`src/rtl/leaf_response_collector_pkg.sv`:
```
// Shared types for the leaf response collector: source-tagged beat layout
// and the id-width helper used to size the source tag.
package leaf_collect_pkg;

  function automatic int id_w(input int n);
    return (n <= 1) ? 1 : $clog2(n);
  endfunction

  localparam int N_CHILD_DEF = 5;
  localparam int DATA_W_DEF  = 8;
  localparam int ID_W_DEF    = id_w(N_CHILD_DEF);

  typedef struct packed {
    logic [ID_W_DEF-1:0]   src;
    logic [DATA_W_DEF-1:0] data;
  } beat_t;

endpackage

```
`src/rtl/leaf_response_collector_if.sv`:
```
// Child-side fan-in channels plus the single merged output stream.
// The slave side is the collector; the master side drives children and sink.
interface leaf_response_collector_if #(
  parameter int N_CHILD = 5,
  parameter int DATA_W  = 8,
  parameter int ID_W    = 3
);
  logic [N_CHILD-1:0]        in_valid;
  logic [N_CHILD*DATA_W-1:0] in_data;
  logic [N_CHILD-1:0]        in_ready;
  logic                      out_valid;
  logic [DATA_W-1:0]         out_data;
  logic [ID_W-1:0]           out_src;
  logic                      out_ready;

  modport master (
    output in_valid, in_data, out_ready,
    input  in_ready, out_valid, out_data, out_src
  );

  modport slave (
    input  in_valid, in_data, out_ready,
    output in_ready, out_valid, out_data, out_src
  );
endinterface

```
`src/rtl/leaf_response_collector_rr_arbiter.sv`:
```
// Round-robin pick: first requester at or after ptr, searching modulo N.
// Purely combinational; the caller owns the pointer register.
module rr_arbiter #(
  parameter int N   = 5,
  parameter int IDW = 3
) (
  input  logic [N-1:0]   req,
  input  logic [IDW-1:0] ptr,
  output logic [N-1:0]   grant,
  output logic [IDW-1:0] idx,
  output logic           any
);

  int j;

  always_comb begin
    grant = '0;
    idx   = '0;
    any   = 1'b0;
    j     = 0;
    for (int k = 0; k < N; k++) begin
      j = int'(ptr) + k;
      if (j >= N) j = j - N;
      if (!any && req[j]) begin
        any      = 1'b1;
        grant[j] = 1'b1;
        idx      = IDW'(j);
      end
    end
  end

endmodule

```
`src/rtl/leaf_response_collector.sv`:
```
// Merges N_CHILD child response streams into one source-tagged stream
// through a round-robin arbiter and a small first-word-fall-through FIFO.
module leaf_response_collector
  import leaf_collect_pkg::*;
#(
  parameter int N_CHILD = N_CHILD_DEF,
  parameter int DATA_W  = DATA_W_DEF,
  parameter int DEPTH   = 4,
  parameter int CNT_W   = 16
) (
  input  logic                     clk,
  input  logic                     rst,
  leaf_response_collector_if.slave bus,
  output logic [CNT_W-1:0]         accepted
);

  localparam int ID_W  = id_w(N_CHILD);
  localparam int PTR_W = $clog2(DEPTH);
  localparam int CW    = PTR_W + 1;

  logic [ID_W-1:0]    rr_ptr;
  logic [ID_W-1:0]    g_idx;
  logic [ID_W-1:0]    rr_nxt;
  logic [N_CHILD-1:0] grant;
  logic               any_req;

  logic [PTR_W-1:0]   wr_ptr;
  logic [PTR_W-1:0]   rd_ptr;
  logic [CW-1:0]      count;
  beat_t              mem [DEPTH];
  beat_t              wr_beat;
  beat_t              head;
  logic               full;
  logic               empty;
  logic               push;
  logic               pop;

  rr_arbiter #(
    .N   (N_CHILD),
    .IDW (ID_W)
  ) u_arb (
    .req   (bus.in_valid),
    .ptr   (rr_ptr),
    .grant (grant),
    .idx   (g_idx),
    .any   (any_req)
  );

  assign full  = (count == CW'(DEPTH));
  assign empty = (count == '0);

  // Readiness is gated only by FIFO fullness and reset, never by out_ready.
  assign bus.in_ready = (full || rst) ? '0 : grant;
  assign push         = any_req && !full && !rst;

  assign bus.out_valid = !empty && !rst;
  assign pop           = bus.out_valid && bus.out_ready;

  assign rr_nxt = (g_idx == ID_W'(N_CHILD - 1)) ? '0 : g_idx + 1'b1;

  always_comb begin
    wr_beat      = '0;
    wr_beat.src  = g_idx;
    wr_beat.data = bus.in_data[int'(g_idx)*DATA_W +: DATA_W];
  end

  assign head         = mem[rd_ptr];
  assign bus.out_data = head.data;
  assign bus.out_src  = head.src;

  // Storage carries no reset: only the pointers and count decide validity.
  always_ff @(posedge clk) begin
    if (push) mem[wr_ptr] <= wr_beat;
  end

  always_ff @(posedge clk) begin
    if (rst) begin
      wr_ptr   <= '0;
      rd_ptr   <= '0;
      count    <= '0;
      rr_ptr   <= '0;
      accepted <= '0;
    end else begin
      if (push) begin
        wr_ptr   <= wr_ptr + 1'b1;
        rr_ptr   <= rr_nxt;
        accepted <= accepted + 1'b1;
      end
      if (pop) rd_ptr <= rd_ptr + 1'b1;
      case ({push, pop})
        2'b10:   count <= count + 1'b1;
        2'b01:   count <= count - 1'b1;
        default: count <= count;
      endcase
    end
  end

  a_ready_onehot : assert property (@(posedge clk) $onehot0(bus.in_ready));
  a_no_push_full : assert property (@(posedge clk) disable iff (rst) !(push && full));
  a_no_pop_empty : assert property (@(posedge clk) disable iff (rst) !(pop && empty));

endmodule

```
`src/flat_wrapper.sv`:
```
// flat-port wrapper written by rule: the top's interface ports become plain ports
module leaf_response_collector_flat import leaf_collect_pkg::*;
#(
  parameter int N_CHILD = N_CHILD_DEF,
  parameter int DATA_W  = DATA_W_DEF,
  parameter int DEPTH   = 4,
  parameter int CNT_W   = 16
)
  (clk, rst, accepted, bus_in_valid, bus_in_data, bus_out_ready, bus_in_ready, bus_out_valid, bus_out_data, bus_out_src);
  leaf_response_collector_if #(.N_CHILD(N_CHILD), .DATA_W(DATA_W), .ID_W(3)) bus_i ();
  input  logic clk;
  input  logic rst;
  output logic [CNT_W-1:0] accepted;
  input wire logic [$bits(bus_i.in_valid)-1:0] bus_in_valid;
  input wire logic [$bits(bus_i.in_data)-1:0] bus_in_data;
  input wire logic [$bits(bus_i.out_ready)-1:0] bus_out_ready;
  output wire logic [$bits(bus_i.in_ready)-1:0] bus_in_ready;
  output wire logic [$bits(bus_i.out_valid)-1:0] bus_out_valid;
  output wire logic [$bits(bus_i.out_data)-1:0] bus_out_data;
  output wire logic [$bits(bus_i.out_src)-1:0] bus_out_src;
  assign bus_i.in_valid = bus_in_valid;
  assign bus_i.in_data = bus_in_data;
  assign bus_i.out_ready = bus_out_ready;
  assign bus_in_ready = bus_i.in_ready;
  assign bus_out_valid = bus_i.out_valid;
  assign bus_out_data = bus_i.out_data;
  assign bus_out_src = bus_i.out_src;
  leaf_response_collector #(.N_CHILD(N_CHILD), .DATA_W(DATA_W), .DEPTH(DEPTH), .CNT_W(CNT_W)) u_core (.clk(clk), .rst(rst), .bus(bus_i), .accepted(accepted));
endmodule
```
`config.mk`:
```
export PLATFORM = sky130hd
export DESIGN_NAME = leaf_response_collector_flat
export DESIGN_NICKNAME = d
export VERILOG_FILES = /design/src/rtl/leaf_response_collector_pkg.sv /design/src/rtl/leaf_response_collector_if.sv /design/src/rtl/leaf_response_collector_rr_arbiter.sv /design/src/rtl/leaf_response_collector.sv /design/src/flat_wrapper.sv
export SDC_FILE = /design/constraint.sdc
export NUM_CORES = 1
export LEC_CHECK = 0
export ABC_AREA = 1
export BUFFER_PORTS_ARGS = -buffer_cell sky130_fd_sc_hd__buf_2
export CAP_MARGIN = 20
export CORE_MARGIN = 2
export CORE_UTILIZATION = 58
export CTS_CLUSTER_DIAMETER = 40
export DETAILED_ROUTE_END_ITERATION = 10
export GPL_TIMING_DRIVEN = 0
export PLACE_DENSITY = 0.82
export SLEW_MARGIN = 40
export SYNTH_ARGS = -nofsm -noshare
export SYNTH_HDL_FRONTEND = slang
export SYNTH_SLANG_ARGS = --single-unit
```
`constraint.sdc`:
```
create_clock -name clk -period 4.85 [get_ports clk]
set_input_delay 0.7275 -clock clk [delete_from_list [all_inputs] [get_ports clk]]
set_output_delay 0.7275 -clock clk [all_outputs]
set_load 0.02 [all_outputs]
```
## Word level (Yosys, flattened, before mapping)

Memory sizes are Yosys's and may differ from the RTL's. A register that Yosys moved wholly into a read port is not among the register bits.
Cells that the tools add are included.

| storage, ports and cells | value |
|---|---|
| flip-flop bits (word level) | 26 |
| RAM bits | 44 |
| word-level logic and storage cells | 120 |
| memories | 1 |

| cells by class | value |
|---|---|
| order comparisons | 15 |
| shift operators | 1 |
| equal/unequal tests | 4 |
| reduce and logical (&&, ||, !) cells | 23 |
| bitwise gates (word level) | 4 |
| add/subtract/negate cells | 15 |
| mux-type cells | 52 |

Memory list:

| name | words | bits a word | read ports | clocked after memory_dff | wr ports | RTL line | text |
|---|---|---|---|---|---|---|---|
| u_core.mem | 4 | 11 | 1 | 1 | 1 | leaf_response_collector.sv:30 | `beat_t mem [DEPTH];` |

Operator list:

| kind | number |
|---|---|
| $ge A32 B1 Y1 const B | 5 |
| $lt A32 B5 Y1 const B | 5 |
| $mux W32 | 5 |
| $shiftx A40 B7 Y8 | 1 |
| $mux W5 | 6 |
| $mux W1 | 22 |
| $or A5 B5 Y5 | 4 |
| $sub A4 B3 Y5 const B | 4 |
| $mux W3 | 6 |
| $add A16 B1 Y16 const B | 1 |
| $ge A4 B3 Y1 const B | 4 |
| $bmux W1 S3 | 5 |
| $demux W1 S3 | 5 |
| $logic_and A1 B1 Y1 | 13 |
| $add A3 B2 Y4 const B | 2 |
| $logic_not A1 Y1 | 7 |
| $add A3 B1 Y3 const B | 2 |
| $eq A3 B3 Y1 const B | 2 |
| $pmux W3 S2 | 1 |
| $add A2 B1 Y2 const B | 2 |
| $add A3 B1 Y4 const B | 1 |
| $add A3 B3 Y4 const B | 1 |
| $mux W2 | 2 |
| $sub A3 B3 Y4 const B | 1 |
| 7 further kinds | 7 |

## Depth between registers and ports, before layout

Gate-level depths: netlist (run 1).

| depth | value |
|---|---|
| word-level depth | 22 |
| mapped depth | 28 |

## Hierarchy

From an unflattened synthesis (run 1), not the netlist that was laid out.

| unflattened totals | value |
|---|---|
| cell total of the unflattened synthesis | 710 |
| area total of the unflattened synthesis | 5124.9 sq um |

By module, submodules not included:

| module | instances | area an instance (sq um) | cells an instance |
|---|---|---|---|
| leaf_response_collector | 1 | 3427.0 | 394 |
| rr_arbiter | 1 | 1697.9 | 316 |

## Least setup slack after synthesis (run 1)

OpenSTA, ideal clock, no wires.

| timing | value |
|---|---|
| path kind | flip-flop to flip-flop |
| from | reg u_core.rr_ptr[1] |
| to | reg u_core.count[2] |
| clock period less this slack | 3.823 ns |
| setup slack | 1.027 ns |
| buffers on the path | 3 |
| arrival | 3.701 ns |
| required time | 4.728 ns |
| cell stages (with the launch flop) | 27 |
| path through | dfxtp_1 > inv_1 > ha_1 > inv_1 > ha_1 > nor2_1 > nor2_4 > nand2_1 > o21ai_1 > inv_2 > nor2_4 > nand3_1 > nand3_2 > buf_4 > nand2_2 > nor2_4 > nand3b_1 > nand2_2 > buf_6 > buf_4 > ha_1 > inv_1 > fa_1 > a21oi_1 > o21ai_0 > o21ai_0 > a21oi_1 |

| between the ends | value |
|---|---|
| cells in the longest elaborated chain, start to end | 22 |
| elaborated cells between the ends (all ways) | 53 |
| classes of those cells | add/sub: 9; order compare: 5; eq/ne: 2; mux: 26; reduce/logical: 11 |

RTL lines:

| what | RTL line | text |
|---|---|---|
| start, declared | leaf_response_collector.sv:21 | `logic [ID_W-1:0] rr_ptr;` |
| start signal, assigned | leaf_response_collector.sv:86 | `rr_ptr <= rr_nxt;` |
| branches (longest 17 deep; another with $sub A4 B3 Y5) | - |  |
| $mux W1 * | leaf_response_collector_rr_arbiter.sv:24 | `if (!any && req[j]) begin` |
| $logic_and A1 B1 Y1 * (2 in series) | leaf_response_collector.sv:54 | `assign push = any_req && !full && !rst;` |
| $eq A2 B1 Y1 / $eq A2 B2 Y1 (equally long branches) | leaf_response_collector.sv:90 | `case ({push, pop})` |
| $pmux W3 S2 / $reduce_bool A2 Y1 (equally long branches) | - |  |
| end signal, assigned | leaf_response_collector.sv:91 | `2'b10: count <= count + 1'b1;` |
| end signal, assigned | leaf_response_collector.sv:92 | `2'b01: count <= count - 1'b1;` |
| end signal, assigned | leaf_response_collector.sv:93 | `default: count <= count;` |
| end, declared | leaf_response_collector.sv:29 | `logic [CW-1:0] count;` |

Mark *: on every way between the ends. The select of a mux whose other input is x is not followed.
A chain may end at the register's enable or synchronous reset.

## Worst setup path after layout (run 1)

| timing | value |
|---|---|
| from | reg u_core.rr_ptr[0] |
| to | out bus_in_ready[1] |

| between the ends | value |
|---|---|
| cells in the longest elaborated chain, start to end | 19 |
| elaborated cells between the ends (all ways) | 81 |
| classes of those cells | add/sub: 9; order compare: 15; mux: 40; bitwise: 4; reduce/logical: 13 |

RTL lines:

| what | RTL line | text |
|---|---|---|
| branches (longest 17 deep; another with $ge A32 B1 Y1) | - |  |
| $mux W5 * | leaf_response_collector_rr_arbiter.sv:24 |  |
| $mux W5 * | leaf_response_collector.sv:53 | `assign bus.in_ready = (full \|\| rst) ? '0 : grant;` |
| end, declared | flat_wrapper.sv:17 | `output wire logic [$bits(bus_i.in_ready)-1:0] bus_in_ready;` |

Marks and branches as above.

==> out/results.tsv, run 1 <==
stage	metric	value	unit
power	VDD IR-drop max	0.3799	mV
sta	unrepaired setup endpoints after global routing	false	
status	run status	finished, final reports clean	
worst_setup_path	CP dominant cell by count	nand3_2	
sta	max-slew violations	0	
power	power per cell area	704.6	nW/um2
placement	Placed Cells	839	
floorplanning	std cell rows	33	
power	total power	4.058	mW
route	overall routed net length	13270	um
worst_setup_path	worst setup path category	register to output pin	
synthesis	#FFs+latches synth	72	
worst_setup_path	cell-by-cell trace of the critical path	buf_6 -> inv_2 -> ha_2 -> buf_6 -> inv_4 -> nand2_1 -> nand3_2 -> nand3_2 -> a21oi_2 -> nor2_1 -> nand3_2 -> nand2_1 -> nor2_4 -> nand2_2 -> nor2_4 -> nand3_2 -> nor2_1 -> nand4_1 -> a21oi_1 -> buf_2	
clock_tree	insertion delay of the later-clocked pin in the worst-skew pair	0.35	ns
worst_setup_path	maximum fanout along the worst path	10	
synthesis	Yosys warning count	0	
sta	max_slew headroom	55.32	%
clock_tree	buffer levels on the longest clock path	2	
synthesis	number of cells produced by synthesis	655	
power	Static Leakage	2.508	nW
route	Iteration-0 DRC Markers	354	
sta	Final Hold Slack	0.4562	ns
clock_tree	Post-CTS Repair Setup Buffers	0	
route	drc violations	0	
floorplanning	Total Die Area	9370	um2
synthesis	number of different library cells in the post-synthesis netlist	48	
worst_setup_path	Register-to-Register Setup Slack	0.44	ns
grt	number of antenna violations at the first check in global routing	0	
final_layout	number of nets in the finished design	816	
sta	total count of hold-check failures in the final report	0	
floorplanning	starting density of the core	60.18	%
final_layout	share of layout cells above drive strength 1	22.67	%
sta	setup violators final	0	
synthesis	Area contributors post-synth	edfxtp_1 (26%), dfxtp_1 (11%), nand2_1 (10%)	
sta	actual transition at the worst max-transition pin	0.6695	ns
placement	HPWL after detailed placement	9735	um
synthesis	Avg Cell Area, Syn	7.626	um2
placement	DP Area	5532	um2
final_layout	Inserted Diodes	0	
hold_path	type of the tightest min-delay check	register to register	
floorplanning	horizontal extent of the die	96.80	um
synthesis	combined area of all synthesized cells	4995	um2
grt	largest net degree at the start of global routing	15	
sta	setup TNS after final layout	0	ns
clock_tree	post-CTS sizing	0	
synthesis	fraction of the yosys area taken by sequential cells	37.68	%
route	final antenna-violating net count	0	
final_layout	share of the core filled with cells in the final layout	69.40	%
worst_setup_path	CP delay by family, top	simple AND/OR/NAND/NOR gates	
worst_setup_path	highest cell delay on the worst timing path	0.37	ns
clock_tree	H-Tree Depth	3	
floorplanning	overall die height	96.80	um
placement	global placer's final weighted congestion	0.9403	
synthesis	area share of the leading cell type in the synthesized netlist	26.45	%
route	Wirelength per Cell	15.52	um
final_layout	final std cell area, no fill	5759	um2
route	routed vias	4860	
grt	first-pass GRT wire length	21740	um
clock_tree	cell at the root of the clock tree	clkbuf_8	
route	number of optimization iterations in the first detailed-route pass	5	
final_layout	Final Non-Filler Cells	855	
synthesis	Post-Syn Nets	726	
floorplanning	placeable core area	8299	um2
sta	skew final	0.01529	ns
final_layout	commonest non-fill, non-tap cell in the layout	nand2_1	
worst_setup_path	Critical-path top delay cell	dfxtp_2	
clock_tree	number of sinks driven by the clock tree	72	
sta	slack of the critical path	0.3493	ns
worst_setup_path	Buf/Inv on CP	5	
worst_setup_path	required time at the worst-slack endpoint	4.12	ns
clock_tree	number of buffers inserted during clock tree synthesis	9	
grt	GR Overflow Total	0	
worst_setup_path	CP endpoint kind	output pin	
sta	final worst-path cycle share	92.80	%
placement	I/O Buffers	79	
placement	worst setup timing slack at the placement stage	0.2887	ns
sta	max frequency	0.2222	GHz
clock_tree	hold-fix buffers at CTS	0	
synthesis	library cell occupying the most area in the post-synthesis netlist	edfxtp_1	
worst_setup_path	arrival time of the worst setup path	3.77	ns
sta	post-route minimum period	4.501	ns
clock_tree	CTS clk-pin slew, worst paths	0.07	ns
floorplanning	num ports	81	
grt	vias in the first global route	4684	
clock_tree	clock tree from TritonCTS	yes	
grt	Global Route Usage Sum	28.50	%
flow_run	max-capacitance violation count	0	
worst_setup_path	startpoint type of the worst setup path	register	
final_layout	commonest cells after routing, fill and taps aside	nand2_1 (137), buf_2 (81), nand3_1 (75)	
final_layout	Synth-to-Final Area Change	15.31	%
route	via density per instance	5.684	
-- power by group --
group          internal, mW  switching [mW]  leakage (nW)
sequential             1.07          0.0811         0.635
combinational         0.714            1.68          1.76
clock                 0.293           0.229         0.111
-- metal layers --
metal  share of wire, %  wire (um)  global-route usage (%)
met2                 50       6695                   49.95
met1                 41       5405                   34.94
met4                1.6        206                   10.40
met5                  0          0                       0
met3                7.3        965                   5.275
-- cells by family after synthesis --
family          Yosys count  synth area share [%]
simple gates            339                 32.84
buf+inv                 100                 8.792
compound gates          112                 12.90
xor+xnor                  9                 1.729
flops                    72                 37.68
fa+ha+maj                23                 6.062
-- worst register-to-register path: cells and delay by family (launching register included) --
family,cells,cell delay (ns)
flops,1,0.37
buf+inv,7,0.99
compound gates,5,0.74
fa+ha+maj,3,0.85
simple gates,11,1.33
-- cell usage after synthesis, drive strengths merged --
cell,n
inv,79
nor2,65
nand3,82
a211oi,1
and3,1
ha,21
a21boi,1
o21a,2
nand3b,2
xor2,7
clkinv,1
edfxtp,44
o21ai,46
nor3b,2
fa,2
nor4,3
nor3,13
o2111a,1
nand2,152
o22ai,12
and2,1
o211ai,1
buf,11
a31oi,7
xnor2,2
dfxtp,28
nand4,18
a21oi,37
a41oi,3
a32oi,1
clkbuf,9
-- cell type report --
class	instances	area [um2]
sequential	72	1884
clock buffer	10	127.6
buffer	20	133.9
fill	696	2540
multi-input combinational	483	2690
clock inverter	6	91.34
inverter	80	305.3
timing repair buffer	79	395.4
tap	105	131.4
-- sequential cells by signal, summed over array words and instances (netlist names), named ones only --
name and cells:
u_core.mem 44, u_core.count 3, u_core.rd_ptr 2, u_core.rr_ptr 3
u_core.wr_ptr 2, u_core.accepted 16
-- final timing paths --
| kind | start | endpoint | depth (start not counted) |
|---|---|---|---|
| worst min register to register | u_core.count[0] | u_core.count[0] | 1 |
| worst max-delay path | u_core.rr_ptr[0] | bus_in_ready[1] | 20 |
| worst max register to register | u_core.rr_ptr[0] | u_core.count[2] | 26 |
| worst min-delay path | u_core.count[0] | u_core.count[0] | 1 |
(Power assumes the default switching activity.)
==> inputs of run 2 (changes only) <==
--- a/config.mk
+++ b/config.mk
@@ -13,8 +13,9 @@
 export CTS_CLUSTER_DIAMETER = 40
 export DETAILED_ROUTE_END_ITERATION = 10
 export GPL_TIMING_DRIVEN = 0
-export PLACE_DENSITY = 0.82
+export PLACE_DENSITY = 0.81
 export SLEW_MARGIN = 40
 export SYNTH_ARGS = -nofsm -noshare
 export SYNTH_HDL_FRONTEND = slang
+export SYNTH_HIERARCHICAL = 1
 export SYNTH_SLANG_ARGS = --single-unit
==> run 2 against run 1 <==
Routed wire length down 2.5%; combinational power up 22%; utilization down 1.4 points; worst hold slack better by 0.012 ns; clock power down 11%; cell count up 6.9%; sequential power about the same; clock skew down 0.0043 ns; largest power group unchanged.
==> out/results.tsv, run 2 <==
stage	metric	value	unit
grt	first-pass GRT wire length	21400	um
synthesis	synth cell count leaders	nand2_1 (161), nand3_1 (86), nor2_1 (85)	
synthesis	Avg Cell Area, Syn	7.218	um2
floorplanning	horizontal extent of the die	98	um
synthesis	Async S/R FF share, synth	0	%
placement	I/O Buffers	80	
final_layout	multi-input gate area in the final layout	2830	um2
grt	Global Route Usage Sum	27.06	%
power	Net Sw Frac	51.96	%
synthesis	Area contributors post-synth	edfxtp_1 (26%), nand2_1 (12%), dfxtp_1 (11%)	
final_layout	number of flip-flops in the largest register	44	
clock_tree	number of sinks driven by the clock tree	72	
power	part of the power in combinational logic	64.4	%
route	routed vias	5130	
clock_tree	cell at the root of the clock tree	clkbuf_8	
route	number of optimization iterations in the first detailed-route pass	4	
power	VDD IR-drop max	0.4443	mV
final_layout	number of filler instances in the final layout	738	
sta	skew final	0.01102	ns
worst_setup_path	Critical-path top delay cell	dfxtp_1	
worst_setup_path	Buf/Inv on CP	7	
floorplanning	overall die height	98	um
worst_setup_path	CP delay by family, top	simple AND/OR/NAND/NOR gates	
synthesis	number of cells produced by synthesis	710	
clock_tree	hold-fix buffers at CTS	0	
synthesis	library cell occupying the most area in the post-synthesis netlist	edfxtp_1	
flow_run	max-capacitance violation count	0	
synthesis	number of different library cells in the post-synthesis netlist	36	
sta	total count of hold-check failures in the final report	0	
synthesis	area share of the leading cell type in the synthesized netlist	25.78	%
grt	GR Overflow Total	0	
grt	vias in the first global route	4743	
clock_tree	post-CTS sizing	0	
final_layout	register with the highest flop count	u_core/mem	
synthesis	combined area of all synthesized cells	5125	um2
final_layout	Inserted Diodes	0	
final_layout	largest registers ranked by flip-flop count	u_core/mem: 44 flops, u_core/accepted: 16 flops	
sta	Final Hold Slack	0.4685	ns
sta	post-route minimum period	4.449	ns
final_layout	commonest cells after routing, fill and taps aside	nand2_1 (161), buf_2 (88), nand3_1 (86)	
sta	actual transition at the worst max-transition pin	0.6599	ns
worst_setup_path	highest cell delay on the worst timing path	0.55	ns
worst_setup_path	startpoint type of the worst setup path	register	
worst_setup_path	CP dominant cell by count	nand2_1	
power	internal power contribution	2.175	mW
worst_setup_path	maximum fanout along the worst path	12	
synthesis	Post-Syn Nets	783	
clock_tree	number of buffers inserted during clock tree synthesis	9	
floorplanning	placeable core area	8636	um2
power	proportion of power drawn by flip-flops and latches	25.3	%
sta	setup violators final	0	
worst_setup_path	required time at the worst-slack endpoint	5.08	ns
placement	Placed Cells	898	
power	Net Switching	2.352	mW
clock_tree	H-Tree Depth	3	
floorplanning	starting density of the core	59.35	%
floorplanning	std cell rows	34	
sta	max_slew headroom	55.96	%
floorplanning	Total Die Area	9604	um2
route	overall routed net length	12940	um
placement	HPWL after detailed placement	9863	um
clock_tree	insertion delay of the later-clocked pin in the worst-skew pair	0.34	ns
final_layout	share of layout cells above drive strength 1	20.35	%
clock_tree	buffer levels on the longest clock path	2	
route	Iteration-0 DRC Markers	307	
sta	max frequency	0.2248	GHz
floorplanning	num ports	81	
route	Wirelength per Cell	14.16	um
final_layout	share of the core filled with cells in the final layout	67.95	%
sta	unrepaired setup endpoints after global routing	false	
synthesis	top flip-flop cell by instance count after synthesis	edfxtp_1	
final_layout	commonest non-fill, non-tap cell in the layout	nand2_1	
status	run status	finished, final reports clean	
sta	final worst-path cycle share	91.72	%
hold_path	type of the tightest min-delay check	register to register	
route	drc violations	0	
placement	global placer's final weighted congestion	0.9793	
final_layout	number of nets in the finished design	874	
worst_setup_path	cell-by-cell trace of the critical path	inv_2 -> buf_4 -> ha_1 -> buf_4 -> inv_1 -> nand2_1 -> nand2_1 -> inv_1 -> nand2_1 -> nand2_1 -> nand2_1 -> nand3_1 -> nand2_4 -> nor2_4 -> nand3b_1 -> nand3_4 -> buf_2 -> ha_1 -> inv_1 -> fa_1 -> a21oi_1 -> o21ai_0 -> o21ai_0 -> a21oi_1	
grt	largest net degree at the start of global routing	14	
worst_setup_path	arrival time of the worst setup path	4.67	ns
placement	worst setup timing slack at the placement stage	0.3890	ns
clock_tree	clock tree from TritonCTS	yes	
synthesis	most common cell in the netlist	nand2_1	
sta	setup TNS after final layout	0	ns
final_layout	Final Non-Filler Cells	914	
grt	number of antenna violations at the first check in global routing	0	
final_layout	Synth-to-Final Area Change	14.50	%
sta	max-slew violations	0	
power	relative contribution of the clock network to total power	10.2	%
route	final antenna-violating net count	0	
clock_tree	CTS clk-pin slew, worst paths	0.08	ns
power	power per cell area	771.4	nW/um2
power	Static Leakage	2.673	nW
clock_tree	Post-CTS Repair Setup Buffers	0	
synthesis	Yosys warning count	6	
final_layout	area taken by flip-flops and latches	1883	um2
route	via density per instance	5.613	
sta	slack of the critical path	0.4014	ns
synthesis	#FFs+latches synth	72	
synthesis	number of flops mapped to enable cells by yosys	44	
worst_setup_path	worst setup path category	register to register	
worst_setup_path	CP endpoint kind	register	
synthesis	fraction of the yosys area taken by sequential cells	36.72	%
run 2: cell count changes after synthesis, moves of 5 or more:
cell	change
nand2_1	+24
nor2_2	+6
inv_1	+7
nor2_1	+28
nand3_1	+11
o21ai_0	+12
inv_2	-5
buf_2	+6
xor2_1	-5
run 2: power groups by stage:
stage,clock [mW],sequential (mW),combinational (mW)
2_1_floorplan,0,1.14,2.13
3_3_place_gp,0,1.15,2.78
3_5_place_dp,0,1.16,2.88
4_1_cts,0.472,1.15,2.89
5_1_grt,0.504,1.16,3.25
6_report,0.463,1.15,2.92
run 2: tightest hold or removal path, delay by kind of cell (launching register included):
| kind | cells | cell delay, ns |
|---|---|---|
| flip-flops | 1 | 0.30 |
| buffers and inverters | 1 | 0.06 |
| AO/OA/AOI/OAI | 1 | 0.07 |
run 2: final cells by class:
class                      count  share of cell area [%]
buffer                        21                   2.090
clock buffer                  10                   2.175
clock inverter                 6                   1.173
inverter                      80                   5.117
multi-input combinational    537                   48.23
sequential                    72                   32.09
tap                          108                   2.303
timing repair buffer          80                   6.823
run 2: final timing paths:
check,start,to,slack (ns),depth (start not counted)
worst min register to register,u_core/rd_ptr[1],register,0.47,2
worst min-delay path,u_core/rd_ptr[1],register,0.47,2
worst max register to register,u_core/rr_ptr[0],u_core/count[2],0.40,24
worst max-delay path,u_core/rr_ptr[0],u_core/count[2],0.40,24
run 2: routing by layer:
metal / wire length (um) / track usage, %
met5: 0 / 0
met4: 211 / 8.868
met3: 603 / 4.223
met2: 6942 / 49.79
met1: 5187 / 32.17
run 2: stage by stage:
| step | power (mW) | area (um2) |
|---|---|---|
| 5_1_grt | 4.916 | 5868 |
| 4_1_cts | 4.506 | 5867 |
| 3_5_place_dp | 4.035 | 5670 |
| 3_3_place_gp | 3.932 | 5660 |
| 6_report | 4.527 | 5868 |
| 2_1_floorplan | 3.275 | 5125 |
run 2: logic make-up after synthesis:
group	count (synthesis)	synth area share (%)
fa+ha+maj	25	6.397
compound gates	108	11.65
flops	72	36.72
xor+xnor	2	0.3419
simple gates	402	36.65
buf+inv	101	8.252
==> inputs of run 3 (changes only) <==
--- a/config.mk
+++ b/config.mk
@@ -13,7 +13,8 @@
 export CTS_CLUSTER_DIAMETER = 40
 export DETAILED_ROUTE_END_ITERATION = 10
 export GPL_TIMING_DRIVEN = 0
-export PLACE_DENSITY = 0.81
+export PLACE_DENSITY_LB_ADDON = 0.12
+export REMOVE_ABC_BUFFERS = 1
 export SLEW_MARGIN = 40
 export SYNTH_ARGS = -nofsm -noshare
 export SYNTH_HDL_FRONTEND = slang
==> run 3 against run 2 <==
Register-to-register slack worse by 0.11 ns; combinational power is 3% lower; setup slack worse by 0.11 ns; critical endpoint is now u_core/mem[3][3]; global-route usage is 0.39 points lower; clock skew is 0.0051 ns higher; largest power group unchanged; total power is 0.34% higher; utilization is 0.64 points lower; critical path depth is 10 lower.
==> out/results.tsv, run 3 (same netlist as run 2, synthesis figures left out) <==
stage	metric	value	unit
final_layout	share of layout cells above drive strength 1	19.75	%
final_layout	number of nets in the finished design	853	
final_layout	final std cell area, no fill	5813	um2
route	drc violations	0	
sta	slack of the critical path	0.2900	ns
worst_setup_path	Register-to-Register Setup Slack	0.29	ns
power	Static Leakage	2.633	nW
worst_setup_path	worst setup path category	register to register	
grt	Global Route Usage Sum	26.67	%
final_layout	Synth-to-Final Area Change	13.43	%
final_layout	commonest cells after routing, fill and taps aside	nand2_1 (161), nand3_1 (84), nor2_1 (81)	
sta	final worst-path cycle share	94.02	%
worst_setup_path	launching instance or port of the critical path	u_core/rr_ptr[0]	
floorplanning	std cell rows	34	
clock_tree	number of buffers inserted during clock tree synthesis	9	
placement	worst setup timing slack at the placement stage	-0.4248	ns
power	total power	4.542	mW
grt	first-pass GRT wire length	20830	um
route	Wirelength per Cell	14.41	um
hold_path	end point of the worst hold path	u_core/rd_ptr[1]	
final_layout	register with the highest flop count	u_core/mem	
final_layout	number of flip-flops in the largest register	44	
sta	post-route minimum period	4.560	ns
grt	GR Overflow Total	0	
hold_path	startpoint of the worst hold path	u_core/rd_ptr[1]	
worst_setup_path	startpoint type of the worst setup path	register	
flow_run	max-capacitance violation count	0	
worst_setup_path	launch point of the worst reg-to-reg path	u_core/rr_ptr[0]	
clock_tree	hold-fix buffers at CTS	0	
placement	DP Area	5553	um2
floorplanning	placeable core area	8636	um2
power	VDD IR-drop max	0.4785	mV
clock_tree	clock tree from TritonCTS	yes	
floorplanning	Total Die Area	9604	um2
sta	max_slew headroom	45.95	%
sta	setup TNS after final layout	0	ns
floorplanning	horizontal extent of the die	98	um
worst_setup_path	cell-by-cell trace of the critical path	inv_2 -> ha_1 -> inv_1 -> nand2_1 -> nand2_1 -> o21ai_0 -> nand3_2 -> nand3_1 -> o21ai_0 -> nor2_1 -> nand3_2 -> clkinvlp_4 -> nand3_1 -> o21ai_1	
grt	vias in the first global route	4527	
worst_setup_path	arrival time of the worst setup path	4.68	ns
route	number of optimization iterations in the first detailed-route pass	5	
power	Net Sw Frac	52.05	%
floorplanning	num ports	81	
worst_setup_path	path depth of the worst reg2reg path	14	
grt	largest net degree at the start of global routing	26	
final_layout	largest registers ranked by flip-flop count	u_core/mem: 44 flops, u_core/accepted: 16 flops	
sta	actual transition at the worst max-transition pin	0.8097	ns
worst_setup_path	r2r endpoint	u_core/mem[3][3]	
sta	max frequency	0.2193	GHz
power	part of the power in combinational logic	62.1	%
floorplanning	overall die height	98	um
clock_tree	H-Tree Depth	3	
route	Iteration-0 DRC Markers	336	
power	relative contribution of the clock network to total power	12.1	%
clock_tree	number of sinks driven by the clock tree	72	
clock_tree	CTS clk-pin slew, worst paths	0.08	ns
sta	Final Hold Slack	0.4664	ns
clock_tree	insertion delay of the later-clocked pin in the worst-skew pair	0.35	ns
worst_setup_path	highest cell delay on the worst timing path	0.61	ns
power	internal power contribution	2.178	mW
route	overall routed net length	12870	um
final_layout	Inserted Diodes	0	
worst_setup_path	Critical-path top delay cell	dfxtp_2	
clock_tree	cell at the root of the clock tree	clkbuf_8	
sta	total count of hold-check failures in the final report	0	
status	run status	finished, final reports clean	
final_layout	number of filler instances in the final layout	751	
power	power per cell area	781.4	nW/um2
worst_setup_path	CP endpoint kind	register	
route	via density per instance	5.611	
clock_tree	buffer levels on the longest clock path	2	
power	proportion of power drawn by flip-flops and latches	25.8	%
sta	skew final	0.01613	ns
route	final antenna-violating net count	0	
route	routed vias	5011	
final_layout	commonest non-fill, non-tap cell in the layout	nand2_1	
floorplanning	starting density of the core	59.35	%
worst_setup_path	required time at the worst-slack endpoint	4.97	ns
sta	max-slew violations	0	
placement	global placer's final weighted congestion	1.023	
power	Net Switching	2.364	mW
placement	I/O Buffers	80	
grt	number of antenna violations at the first check in global routing	0	
sta	setup violators final	0	
hold_path	type of the tightest min-delay check	register to register	
clock_tree	Post-CTS Repair Setup Buffers	0	
placement	HPWL after detailed placement	9350	um
worst_setup_path	maximum fanout along the worst path	17	
sta	unrepaired setup endpoints after global routing	false	
hold_path	number of instances on the worst hold path	2	
[run 3: per-stage QoR]
step	util, %	cells
6_report	67.31	893
5_1_grt	67.31	893
4_1_cts	67.30	893
3_5_place_dp	64.30	877
3_3_place_gp	64.13	877
2_1_floorplan	-	689
[run 3: final cells by class]
| type | count | area [um2] | area share [%] |
|---|---|---|---|
| Clock buffer | 11 | 173.9 | 2.992 |
| Clock inverter | 5 | 65.06 | 1.119 |
| Inverter | 80 | 306.5 | 5.273 |
| Multi-Input combinational cell | 537 | 2848 | 48.99 |
| Sequential cell | 72 | 1884 | 32.42 |
| Tap cell | 108 | 135.1 | 2.325 |
| Timing Repair Buffer | 80 | 400.4 | 6.888 |
[run 3: how the worst max path moves through the flow]
stage | end | slack (ns) | cells past startpoint
finish | u_core/mem[3][3] | 0.29 | 14
global route | u_core/mem[3][3] | 0.02 | 16
detailed placement | u_core/mem[1][6] | -0.42 | 14
CTS | u_core/mem[1][7] | 0.08 | 14
floorplan | u_core/mem[0][1] | 0.91 | 15
global placement | u_core/mem[0][6] | -0.57 | 16
[run 3: critical path, delay by kind of cell, from the launching register on]
kind / cells / cell delay [ns]
buffers and inverters: 3 / 0.83
adders and majority gates: 1 / 0.54
DFF: 1 / 0.61
and+or+nand+nor: 7 / 1.54
AOI/OAI and AO/OA: 3 / 0.79
[run 3: what timing repair did]
item | 4_1_cts | 5_1_grt
setup endpoints to repair | 33 | 34
resized for setup | 6 | 7
hold endpoints to repair | 0 | 0
[run 3: power by group through the flow]
stage	Sequential, mW	Clock, mW	Combinational (mW)
6_report	1.17	0.552	2.82
2_1_floorplan	1.16	0	2.02
4_1_cts	1.17	0.558	2.78
3_3_place_gp	1.18	0	2.65
3_5_place_dp	1.18	0	2.73
5_1_grt	1.19	0.582	3.15
[run 3: layer usage]
layer	GRT usage, %	part of all wire [%]	up-vias
met2	44.89	48	204
met3	4.080	7.3	21
met4	10.47	2.2	0
met1	34.67	43	2262
li1	-	-	2524
met5	0	0	-
